[config.mk]
export PLATFORM = sky130hd
export DESIGN_NAME = sram_1rw_arbiter
export DESIGN_NICKNAME = d
export VERILOG_FILES = /design/src/rtl/sram_1rw_arbiter.sv
export SDC_FILE = /design/constraint.sdc
export NUM_CORES = 1
export LEC_CHECK = 0
export BUFFER_PORTS_ARGS = -buffer_cell sky130_fd_sc_hd__buf_4
export CELL_PAD_IN_SITES_DETAIL_PLACEMENT = 0
export CELL_PAD_IN_SITES_GLOBAL_PLACEMENT = 1
export CORE_ASPECT_RATIO = 1.75
export CORE_MARGIN = 10
export CORE_UTILIZATION = 36
export CTS_BUF_LIST = sky130_fd_sc_hd__clkbuf_2
export DETAILED_ROUTE_END_ITERATION = 8
export PLACE_DENSITY = 0.81
export SYNTH_ARGS = -nofsm -noshare
export SYNTH_HDL_FRONTEND = slang
export SYNTH_SLANG_ARGS = --single-unit
[constraint.sdc]
create_clock -name clock -period 2.45 [get_ports clock]
set_input_delay 0.1225 -clock clock [delete_from_list [all_inputs] [get_ports clock]]
set_output_delay 0.1225 -clock clock [all_outputs]
set_load 0.05 [all_outputs]
[src/rtl/sram_1rw_arbiter.sv]
// sram_1rw_arbiter: round-robin sharing of one 1RW SRAM macro between two requesters with per-port response FIFOs
module sram_1rw_arbiter #(
  parameter int ADDR_WIDTH = 11,
  parameter int DATA_WIDTH = 36,
  parameter int RESP_DEPTH = 2
) (
  input  logic                  clock,
  input  logic                  reset_n,
  input  logic                  req0_valid,
  output logic                  req0_ready,
  input  logic                  req0_write,
  input  logic [ADDR_WIDTH-1:0] req0_addr,
  input  logic [DATA_WIDTH-1:0] req0_wdata,
  output logic                  resp0_valid,
  input  logic                  resp0_ready,
  output logic [DATA_WIDTH-1:0] resp0_rdata,
  input  logic                  req1_valid,
  output logic                  req1_ready,
  input  logic                  req1_write,
  input  logic [ADDR_WIDTH-1:0] req1_addr,
  input  logic [DATA_WIDTH-1:0] req1_wdata,
  output logic                  resp1_valid,
  input  logic                  resp1_ready,
  output logic [DATA_WIDTH-1:0] resp1_rdata,
  output logic [ADDR_WIDTH-1:0] mem_addr,
  output logic                  mem_en,
  output logic                  mem_wmode,
  output logic [DATA_WIDTH-1:0] mem_wdata,
  input  logic [DATA_WIDTH-1:0] mem_rdata
);
  localparam int PW = (RESP_DEPTH > 1) ? $clog2(RESP_DEPTH) : 1;
  localparam int CW = $clog2(RESP_DEPTH + 1);

  logic [1:0] req_valid, req_write, resp_ready, resp_valid, eligible;
  logic [DATA_WIDTH-1:0] resp_rdata [2];
  logic rr_ptr, rd_pending, rd_port, gnt_any, gnt_port;

  assign req_valid  = {req1_valid, req0_valid};
  assign req_write  = {req1_write, req0_write};
  assign resp_ready = {resp1_ready, resp0_ready};

  // Port 1 wins only when it alone is eligible or when both are and it holds the round-robin turn;
  // with no grant this selects port 0, which is what drives the idle mem_* fields.
  assign gnt_any  = |eligible;
  assign gnt_port = (&eligible) ? rr_ptr : eligible[1];

  assign req0_ready = gnt_any & ~gnt_port;
  assign req1_ready = gnt_any & gnt_port;
  assign mem_en     = gnt_any;
  assign mem_addr   = gnt_port ? req1_addr : req0_addr;
  assign mem_wmode  = gnt_port ? req1_write : req0_write;
  assign mem_wdata  = gnt_port ? req1_wdata : req0_wdata;

  assign resp0_valid = resp_valid[0];
  assign resp1_valid = resp_valid[1];
  assign resp0_rdata = resp_rdata[0];
  assign resp1_rdata = resp_rdata[1];

  // Rotate priority after each grant and remember which port's read data arrives next cycle.
  always_ff @(posedge clock or negedge reset_n) begin
    if (!reset_n) begin
      rr_ptr     <= 1'b0;
      rd_pending <= 1'b0;
      rd_port    <= 1'b0;
    end else begin
      if (gnt_any) rr_ptr <= ~gnt_port;
      rd_pending <= gnt_any & ~mem_wmode;
      rd_port    <= gnt_port;
    end
  end

  for (genvar i = 0; i < 2; i++) begin : g_port
    logic [DATA_WIDTH-1:0] store [RESP_DEPTH];
    logic [PW-1:0] wr_ptr, rd_ptr;
    logic [CW-1:0] count;
    logic push, pop, has_credit;
    // A read still in the macro pipeline already owns a FIFO slot, so it is charged against credit.
    assign push       = rd_pending & (rd_port == 1'(i));
    assign pop        = (count != '0) & resp_ready[i];
    assign has_credit = (CW+1)'(count) + (CW+1)'(push) < (CW+1)'(RESP_DEPTH);
    assign eligible[i]   = reset_n & req_valid[i] & (req_write[i] | has_credit);
    assign resp_valid[i] = count != '0;
    assign resp_rdata[i] = store[rd_ptr];
    // FIFO occupancy and pointers; contents are dropped on reset.
    always_ff @(posedge clock or negedge reset_n) begin
      if (!reset_n) begin
        wr_ptr <= '0;
        rd_ptr <= '0;
        count  <= '0;
      end else begin
        if (push) wr_ptr <= (wr_ptr == PW'(RESP_DEPTH - 1)) ? '0 : wr_ptr + 1'b1;
        if (pop) rd_ptr <= (rd_ptr == PW'(RESP_DEPTH - 1)) ? '0 : rd_ptr + 1'b1;
        count <= count + CW'(push) - CW'(pop);
      end
    end
    // Capture the macro's read data into registered storage so responses never depend on mem_rdata combinationally.
    always_ff @(posedge clock) begin
      if (push) store[wr_ptr] <= mem_rdata;
    end
  end
endmodule
* Word-level counts from Yosys, hierarchy flattened
Memories as Yosys holds them, arrays and structs flattened. Cells that the tools add are included. W data, S select, Z words.
Cells by class: add/sub/neg operators 10, reductions and logical operators 4, muxes and demuxes 12, bitwise gates (word level) 16, magnitude comparators 2
Operators by type and width (number):
- $mux W36 | 1
- $and A1 B1 Y1 | 11
- $mux W11 | 1
- $mux W1 | 10
- $add A2 B1 Y3 | 2
- $lt A3 B2 Y1 const B | 2
- $add A1 B1 Y1 const B | 4
- $add A2 B1 Y2 | 2
- $reduce_bool A2 Y1 | 2
- $sub A2 B1 Y2 | 2
- $not A1 Y1 | 3
- $or A1 B1 Y1 | 2
- $reduce_and A2 Y1 | 1
- $reduce_or A2 Y1 | 1
Storage, ports and cells: word-level logic and storage cells 55, memories 2, register bits 11, output and inout port bits 125, input port bits 138, bits in writable memories 144
Memory list:
- g_port[0].store | words 2, bits a word 36, rd ports 1, clocked after memory_dff 0, wr ports 1, line 73 | logic [DATA_WIDTH-1:0] store [RESP_DEPTH];
- g_port[1].store | words 2, bits a word 36, rd ports 1, clocked after memory_dff 0, wr ports 1, line 73

* Longest topological paths before layout
Gate-level depths: netlist (run 1).
depth after elaboration 11, depth in mapped cells 7, gate-level depth less buffers 7

* Worst setup path before layout (run 1)
OpenSTA, ideal clock, no wires.
path kind flip-flop to flip-flop, start register rd_port, end memory g_port[0].store[0][0], enable pin, stages on the path, launching flop included 4, setup time 0.429 ns, setup slack -0.117 ns, buffers on the path 0, arrival 2.138 ns, required time 2.021 ns, period minus slack after synthesis 2.567 ns, cells stage by stage dfrtp_1 -> inv_1 -> nand2_1 -> nor2_1
Between the ends: cells in the longest elaborated chain, start to end 4
Ends and longest elaborated chain:
- start, declared | line 36 | logic rr_ptr, rd_pending, rd_port, gnt_any, gnt_port;
- start signal, assigned | line 68 | rd_port <= gnt_port;
- $not A1 Y1 | line 78 | assign push = rd_pending & (rd_port == 1'(i));
- $and A1 B1 Y1 | line 78
- $mux W1 | line 98 | if (push) store[wr_ptr] <= mem_rdata;
- $mux W1 (not written as such) | line 98
- end, declared | line 73
Every way passes these cells.

* Worst setup path after layout (run 1)
start register rd_port, end output mem_addr[6]
Between the ends: cells in the longest elaborated chain, start to end 9, elaborated cells between the ends (all ways) 14, classes of those cells 2 x add/sub; 2 x order compare; 2 x mux; 7 x bitwise; 1 x reduce/logical
Ends and longest elaborated chain:
- $not A1 Y1 | line 78
- $and A1 B1 Y1 | line 78
- $add A2 B1 Y3 | line 80 | assign has_credit = (CW+1)'(count) + (CW+1)'(push) < (CW+1)'(RESP_DEPTH);
- $lt A3 B2 Y1 | line 80
- $or A1 B1 Y1 | line 81 | assign eligible[i] = reset_n & req_valid[i] & (req_write[i] | has_credit);
- $and A1 B1 Y1 | line 81
- $reduce_and A2 Y1 | line 45 | assign gnt_port = (&eligible) ? rr_ptr : eligible[1];
- $mux W1 * | line 45
- $mux W11 * | line 50 | assign mem_addr = gnt_port ? req1_addr : req0_addr;
- end, declared | line 25 | output logic [ADDR_WIDTH-1:0] mem_addr,
Mark *: on every way between the ends. The rest lies on a longest branch, timed or not.

==> metrics.cfg, run 1 <==
[run_status]
status=complete, but fails checks
violations=setup timing

[hold_path]
hold_path_depth=2
hold_path_end=g_port[0].store[1][32]
hold_path.class=input port to flop
worstHoldStart=mem_rdata[32]

[setup_path]
crit_chain=nor4bb_4 -> nor4b_4 -> nor2_4 -> buf_6 -> buf_16 -> mux2_2 -> buf_6
cp_top_family=simple AND/OR/NAND/NOR gates
rr_startpoint=rd_pending
cpPeakStageDelay_ps=500
crit_fanout=12
crit_start=rd_port
r2r_end=rd_pending
crit_top_cell=buf_6
crit_type=flop to output pin
end_kind=output pin
cp_data_required_time_ps=2330
arrival_ps=2560
rrSetupSlack_ps=380
crit_path_top_delay_cell=dfrtp_2
critPathLaunchType=flop
crit_buf_inv=3
reg2reg_depth=6

[die]
rows=64
dieArea_um2=23700
start_util_pct=36.6
io-pin-count=263
core_region_area_um2=17500
die_y_um=196
fp.dieW_um=121

[pwr]
leakagePower_nw=3.95
clkPwrFrac_pct=15.2
p_int_w=0.00548
peakVddDrop_uv=476
total_switching_power_w=0.00373
combPwrFrac_pct=48.4
pwr-share-seq_pct=36.4
swShare_pct=40.5
power_density_nw_per_um2=927

[grt]
met3_usage_pct=8.80
met2_usage_pct=31.7
grt_max_degree=37
met1_usage_pct=15.0
grtUsageTotal_pct=16.9
antenna_found_initial=4
grt_pass1_wl_um=30000
grt.busiest_layer=met2
overflow=0
grt_pass1_vias=5184

[yosys]
ys_seq_area_share_pct=72.0
ys_ff_latch=155
synth_area_um2=6390
avgSynthCellArea_um2=19.4
yosys_warnings=0
synth_cell_types=29
synth.net_count=472
synth_cells=330

[routing]
drc_errors=0
routed_via_density=4.74
vias=4305
drtPass1Iterations=4
drt-wirelength-per-cell_um=22.1
drt_iter0_drc=183
drtAntennaViolNets=0
wl_um=20000

[clock_network]
clock_sinks=155
cts_root_buf=clkbuf_2
tritoncts=done
numCtsBuffers=17
cts_buffer_depth=2
h-tree-depth=4
clock_latency_ps=700
clk_pin_slew_ps=230

[timing]
skew_ps=56.5
finalHoldViolCount=0
rsz0062_at_grt=yes
post-route-min-period_ps=2680
layout_setup_ws_ps=-228
worstMarginPinSlew_ps=573
slew_headroom_pct=61.8
setup-violations-final=48
fmax_mhz=373
slew_violations=0
period_share_pct=109

[final_layout]
drive_above_1_share_pct=66.7
area_growth_pct=55.5
finalNetCount=805
fin_util_pct=56.9

[placement]
place.gp.congestion=0.757
io_buffers=262
hpwl_um=14400
place_ws_ps=356

[job]
cap_violations=0

final cells by class:
class,count,area [um2]
Timing Repair Buffer,327,2960
Clock inverter,11,145
Inverter,3,11.3
Sequential cell,155,4610
Fill cell,1379,7520
Multi-Input combinational cell,159,1810
Clock buffer,20,100
Antenna cell,2,5.00
Tap cell,231,289
synth_stat cells:
cell type | count | area share [%]
edfxtp_1 | 144 | 68
mux2_2 | 111 | 20
dfrtp_1 | 11 | 4.3
mux2_4 | 9 | 2.1
clkbuf_1 | 8 | 0.47
xnor2_1 | 6 | 0.82
ha_1 | 4 | 0.78
buf_2 | 3 | 0.23
inv_1 | 3 | 0.18
nor2_1 | 3 | 0.18
a31oi_1 | 2 | 0.20
and2_1 | 2 | 0.20
and3_1 | 2 | 0.20
buf_6 | 2 | 0.35
nand2_1 | 2 | 0.12
o211ai_1 | 2 | 0.23
o21ai_0 | 2 | 0.16
or2_2 | 2 | 0.20
xor2_1 | 2 | 0.27
a21boi_0 | 1 | 0.12
a22o_1 | 1 | 0.14
and4b_1 | 1 | 0.16
nor2_2 | 1 | 0.098
nor2b_1 | 1 | 0.098
nor3_1 | 1 | 0.078
nor4b_4 | 1 | 0.37
nor4bb_4 | 1 | 0.39
o2111a_1 | 1 | 0.18
o21a_1 | 1 | 0.12
power by group through the flow:
stage	logic (W)	registers (W)	clock network (W)
after global placement	0.00410	0.00339	0
after detailed placement	0.00413	0.00340	0
final	0.00446	0.00335	0.00140
after CTS	0.00448	0.00335	0.00147
after global routing	0.00465	0.00339	0.00157
after floorplan	0.00294	0.00324	0
worst max path at each step:
stage | endpoint | slack (ps) | cells after the start
final | mem_addr[6] | -230 | 7
after global routing | mem_addr[6] | -430 | 7
after CTS | mem_addr[0] | -350 | 7
after detailed placement | mem_wdata[12] | 360 | 6
after global placement | mem_wdata[21] | 450 | 6
after floorplan | mem_en | 400 | 3
logic make-up after synthesis:
logic type	after synthesis	share of synthesized area (%)
flops	155	72.0
mux	120	21.7
simple gates	17	2.08
buf+inv	16	1.23
compound gates	10	1.14
xor+xnor	8	1.10
fa+ha+maj	4	0.783
what timing repair did:
item / 4_1_cts / 5_1_grt
setup buffers: 11 / 1
endpoints found under the hold margin: 162 / 0
gates cloned: 5 / 0
hold buffers: 42 / 0
pin swaps: 5 / 3
gates resized for setup: 81 / 14
endpoints found under the setup margin: 55 / 55
routing by layer:
layer / wire, um / up-vias
met5: 21 / -
met4: 252 / 4
met3: 2160 / 20
met2: 11100 / 237
met1: 6530 / 2087
li1: - / 1957
per-stage QoR:
step,cell area [um2],instances,power [W],hold slack (ps),setup TNS (ps)
2_1_floorplan,6390,330,0.00619,-173,0
3_3_place_gp,8710,818,0.00749,-16.2,0
3_5_place_dp,8710,818,0.00753,-9.18,0
4_1_cts,9870,905,0.00931,53.9,-15980
5_1_grt,9930,908,0.00961,69.2,-19030
6_report,9930,908,0.00921,159,-10020
flip-flops by register name, summed over array words and instances, names as in the netlist:
| name | cells |
|---|---|
| rr_ptr | 1 |
| g_port.store | 144 |
| g_port.wr_ptr | 2 |
| rd_port | 1 |
| g_port.rd_ptr | 2 |
| g_port.count | 4 |
| rd_pending | 1 |
placed cells by master, fill, tap and decap left out, drive strengths merged, types with 3 or more instances in the layout:
cell / Yosys / layout
mux2: 120 / 120
clkinv: 0 / 5
dlygate4sd3: 0 / 42
nor2: 4 / 4
ha: 4 / 4
edfxtp: 144 / 144
buf: 5 / 285
clkbuf: 8 / 20
xnor2: 6 / 6
dfrtp: 11 / 11
bufinv: 0 / 3
inv: 3 / 4
(Power assumes the default switching activity.)
==> inputs of run 2 (changes only) <==
SETUP_SLACK_MARGIN = 0.5   (was unset)
SKIP_CTS_REPAIR_TIMING = 1   (was unset)
==> run 2 against run 1 <==
The run still ends with setup timing left. Clock skew shrank 22 ps. Clock-buffer cell count decreased by 3. Global-route usage fell by 1.3 points. Wire length is 14% higher. Clock power fell by 5%. Critical endpoint is now mem_wdata[5]. Largest cell class unchanged.
==> metrics.cfg, run 2 (same netlist as run 1, synthesis figures left out) <==
[run_status]
status=complete, but fails checks
violations=setup timing

[hold_path]
hold_path_end=g_port[0].store[0][4]
hold_path.class=input port to flop
hold_path_depth=2
worstHoldStart=mem_rdata[4]

[placement]
place_ws_ps=333
dpl.cell_count=817
hpwl_um=15000
io_buffers=262
dpl_cell_area_um2=8720
place.gp.congestion=0.777

[final_layout]
area_growth_pct=73.0
top_register=g_port.store
reg_top3=g_port.store x144, g_port.count x4
final_area_um2=11100
instances_no_fill=926
drive_above_1_share_pct=67.7
final_cell_mix=148 x buf_4, 144 x edfxtp_1, 109 x mux2_4
num-fill-cells=1212
largest_register_ffs=144
finalNetCount=819
layout_commonest_cell=buf_4

[setup_path]
cp_data_required_time_ps=2330
crit_type=flop to output pin
crit_start=rd_port
reg2reg_depth=7
rrSetupSlack_ps=610
critPathLaunchType=flop
arrival_ps=2650
r2r_end=g_port[0].count[1]
rr_startpoint=g_port[0].count[1]
end_kind=output pin
crit_fanout=13

[die]
core_region_area_um2=17500
io-pin-count=263
dieArea_um2=23700
start_util_pct=36.6
fp.dieW_um=121
die_y_um=196
rows=64

[routing]
drc_errors=0
wl_met2_um=13000
wl_met3_um=2140
drtPass1Iterations=4
met1_length_um=7520
drt-wirelength-per-cell_um=24.7
drt_iter0_drc=240
drtAntennaViolNets=0
wl_um=22900
vias=4518
top_layer_used=met5
routed_via_density=4.88

[clock_network]
clock_latency_ps=690
h-tree-depth=4
clk_pin_slew_ps=260
cts_root_buf=clkbuf_2
cts_buffer_depth=2
clock_sinks=155
tritoncts=done
numCtsBuffers=17

[grt]
antenna_found_initial=4
grt_pass1_wl_um=27300
grtUsageTotal_pct=15.6
overflow=0
grt_pass1_vias=4609
grt_max_degree=50

[timing]
finalHoldViolCount=0
rsz0062_at_grt=yes
slew_violations=0
fmax_mhz=361
period_share_pct=113
slew_headroom_pct=58.5
post-route-min-period_ps=2770
setup-violations-final=48
layout_setup_ws_ps=-320
worstMarginPinSlew_ps=621
fin_setup_tns_ps=-13310
skew_ps=34.5

[pwr]
power_density_nw_per_um2=974
peakVddDrop_uv=441
leakagePower_nw=4.60

[job]
cap_violations=0

==> run 2: cell count changes in the layout (fill, tap and decap cells not counted), moves of 5 or more <==
cell | before | now
buf_16 | 5 | 0
buf_4 | 225 | 148
buf_6 | 35 | 43
buf_8 | 16 | 90
clkbuf_16 | 0 | 7
inv_8 | 0 | 6
mux2_2 | 96 | 11
mux2_4 | 24 | 109
==> run 2: report_power, final <==
part	internal [W]	switching (W)	leakage, nW
combinational	0.00294	0.00322	3.03
sequential	0.00312	0.000156	1.43
clock	0.000327	0.00100	0.138
==> run 2: per-stage QoR <==
| stage | hold WS (ps) | power, W | utilization [%] |
|---|---|---|---|
| floorplan | -173 | 0.00619 | - |
| global placement | -16.0 | 0.00750 | 49.9 |
| detailed placement | -9.89 | 0.00754 | 49.9 |
| CTS | -860 | 0.00886 | 51.3 |
| global route | 29.6 | 0.0112 | 63.3 |
| finish | 151 | 0.0108 | 63.3 |
==> run 2: worst max-delay path by stage <==
stage	endpoint	slack (ps)	cells after the start
final	mem_wdata[5]	-320	7
after global routing	mem_wdata[0]	-500	7
after CTS	mem_wdata[8]	-530	6
after detailed placement	mem_wdata[8]	330	6
after global placement	mem_wdata[8]	410	6
after floorplan	g_port[1].store[0][0]	550	2
==> run 2: worst max-delay path, cell delays in order, from the launching register on <==
cell      delay (ps)
dfrtp_2          520
a31oi_4          200
o211ai_1         210
nor2_4           210
buf_4            140
buf_12           140
mux2_2           360
buf_6            160
==> run 2: final cells by class <==
cell class	count	area, um2	area share (%)
flip-flops and latches	155	4610	41.7
repair buffers	341	3730	33.8
multi-input cells	159	2160	19.6
well taps	231	289	2.61
clock inverters	15	154	1.39
clock buffers	17	85.1	0.770
diodes	5	12.5	0.113
inverters	3	11.3	0.102
==> run 2: metal layers <==
metal | GRT usage [%] | vias up
met4 | 4.17 | 2
met5 | 0 | -
met1 | 14.0 | 2261
met3 | 8.19 | 17
li1 | - | 1994
met2 | 29.3 | 244
==> inputs of run 3 (changes only) <==
CORE_ASPECT_RATIO = unset   (was 1.75)
CTS_CLUSTER_DIAMETER = 50   (was unset)
==> run 3 against run 2 <==
The flow finishes with violations (hold timing, setup timing). Clock power is 14% higher. Register-to-register slack barely moved. Flip-flop and latch count stayed put. Highest routed layer is now met4.
==> metrics.cfg, run 3 (same netlist as run 1, synthesis figures left out) <==
[run_status]
status=complete, but fails checks
violations=hold timing, setup timing

[die]
die_y_um=153
rows=48
dieArea_um2=23500
core_region_area_um2=17400
io-pin-count=263
start_util_pct=36.8
fp.dieW_um=153

[pwr]
clkPwrFrac_pct=14.1
leakagePower_nw=4.46
swShare_pct=38.6
peakVddDrop_uv=516
pwr-share-seq_pct=30.6
power_density_nw_per_um2=996
p_int_w=0.00661
total_switching_power_w=0.00415
combPwrFrac_pct=55.3

[placement]
io_buffers=262
place.gp.congestion=1.08
dpl_cell_area_um2=8730
place_ws_ps=397
hpwl_um=15400
dpl.cell_count=812

[setup_path]
crit_fanout=12
end_kind=output pin
cp_top_family=simple AND/OR/NAND/NOR gates
cpPeakStageDelay_ps=500
critPathLaunchType=flop
crit_type=flop to output pin
crit_path_top_delay_cell=dfrtp_2
reg2reg_depth=7
arrival_ps=2630
cp_data_required_time_ps=2330
crit_buf_inv=3
crit_chain=nor4bb_4 -> nor4b_4 -> nor2_4 -> buf_12 -> clkbuf_16 -> mux2_2 -> buf_6
path_depth=7

[routing]
vias=4357
drt-wirelength-per-cell_um=24.6
drt_iter0_drc=157
drc_errors=0
drtPass1Iterations=4
wl_um=22300
routed_via_density=4.81
drtAntennaViolNets=0

[clock_network]
tritoncts=done
clk_pin_slew_ps=200
numCtsBuffers=17
cts_root_buf=clkbuf_2
clock_latency_ps=710
clock_sinks=155
cts_buffer_depth=2
h-tree-depth=4

[timing]
setup-violations-final=48
rsz0062_at_grt=yes
hold_slack_ps=-783
skew_ps=19.2
finalHoldViolCount=13
slew_headroom_pct=61.8
post-route-min-period_ps=2760
layout_setup_ws_ps=-307
fin_setup_tns_ps=-13160
fmax_mhz=363
slew_violations=0
worstMarginPinSlew_ps=572
period_share_pct=113

[final_layout]
largest_register_ffs=144
num-fill-cells=1221
instances_no_fill=906
final_cell_mix=146 x buf_4, 144 x edfxtp_1, 82 x mux2_4
reg_top3=g_port.store x144, g_port.count x4
drive_above_1_share_pct=67.0
layout_commonest_cell=buf_4
top_register=g_port.store
area_growth_pct=69.2
final_area_um2=10800
fin_util_pct=62.3
finalNetCount=809

[grt]
overflow=0
antenna_found_initial=2
grt_pass1_vias=4717
grtUsageTotal_pct=16.7
grt_pass1_wl_um=29100
grt_max_degree=50

[hold_path]
hold_path.class=input port to asynchronous set/reset pin

[job]
cap_violations=0

## run 3: cell types whose count changed in the layout (fill, tap and decap cells not counted), moves of 3 or more
cell | before | now
mux2_2 | 11 | 38
inv_8 | 6 | 0
buf_12 | 8 | 12
clkinv_1 | 0 | 3
dlygate4sd3_1 | 45 | 38
buf_8 | 90 | 75
mux2_4 | 109 | 82
bufinv_16 | 0 | 4
diode_2 | 5 | 2
buf_6 | 43 | 53
## run 3: layer usage
metal | global-route usage (%) | vias to the layer above | share of wire [%]
li1 | - | 1969 | -
met1 | 15.1 | 2155 | 34
met2 | 31.0 | 199 | 56
met3 | 6.85 | 34 | 6.9
met4 | 8.58 | 0 | 3.3
met5 | 0 | - | 0
## run 3: power by group through the flow
stage | Sequential (W) | Clock, W | Combinational [W]
floorplan | 0.00325 | 0 | 0.00294
global placement | 0.00338 | 0 | 0.00414
detailed placement | 0.00339 | 0 | 0.00417
CTS | 0.00333 | 0.00157 | 0.00419
global route | 0.00332 | 0.00167 | 0.00615
finish | 0.00329 | 0.00152 | 0.00595
## run 3: path summary, 6_finish.rpt
path	endpoint	start	slack, ps
worst max-delay path	mem_wdata[20]	rd_pending	-310
worst min-delay path	g_port[0].rd_ptr	reset_n	-780
worst max register to register	g_port[0].count[1]	g_port[0].count[0]	600
worst min register to register	g_port[0].count[1]	g_port[0].count[1]	540
max in group asynchronous	g_port[1].rd_ptr	reset_n	3030
min in group clock	rd_pending	reset_n	-280
## run 3: cell type report
class | instances | area [um2] | share of cell area, %
Timing Repair Buffer | 331 | 3610 | 33.4
Sequential cell | 155 | 4610 | 42.6
Tap cell | 225 | 282 | 2.61
Clock buffer | 18 | 90.1 | 0.834
Multi-Input combinational cell | 159 | 2020 | 18.7
Antenna cell | 2 | 5.00 | 0.0463
Inverter | 3 | 11.3 | 0.104
Clock inverter | 13 | 175 | 1.62
## run 3: metrics by stage
| stage | hold slack [ps] | total power, W |
|---|---|---|
| after detailed placement | -16.2 | 0.00756 |
| final | -783 | 0.0108 |
| after floorplan | -173 | 0.00619 |
| after CTS | -890 | 0.00908 |
| after global placement | -19.1 | 0.00752 |
| after global routing | -876 | 0.0111 |
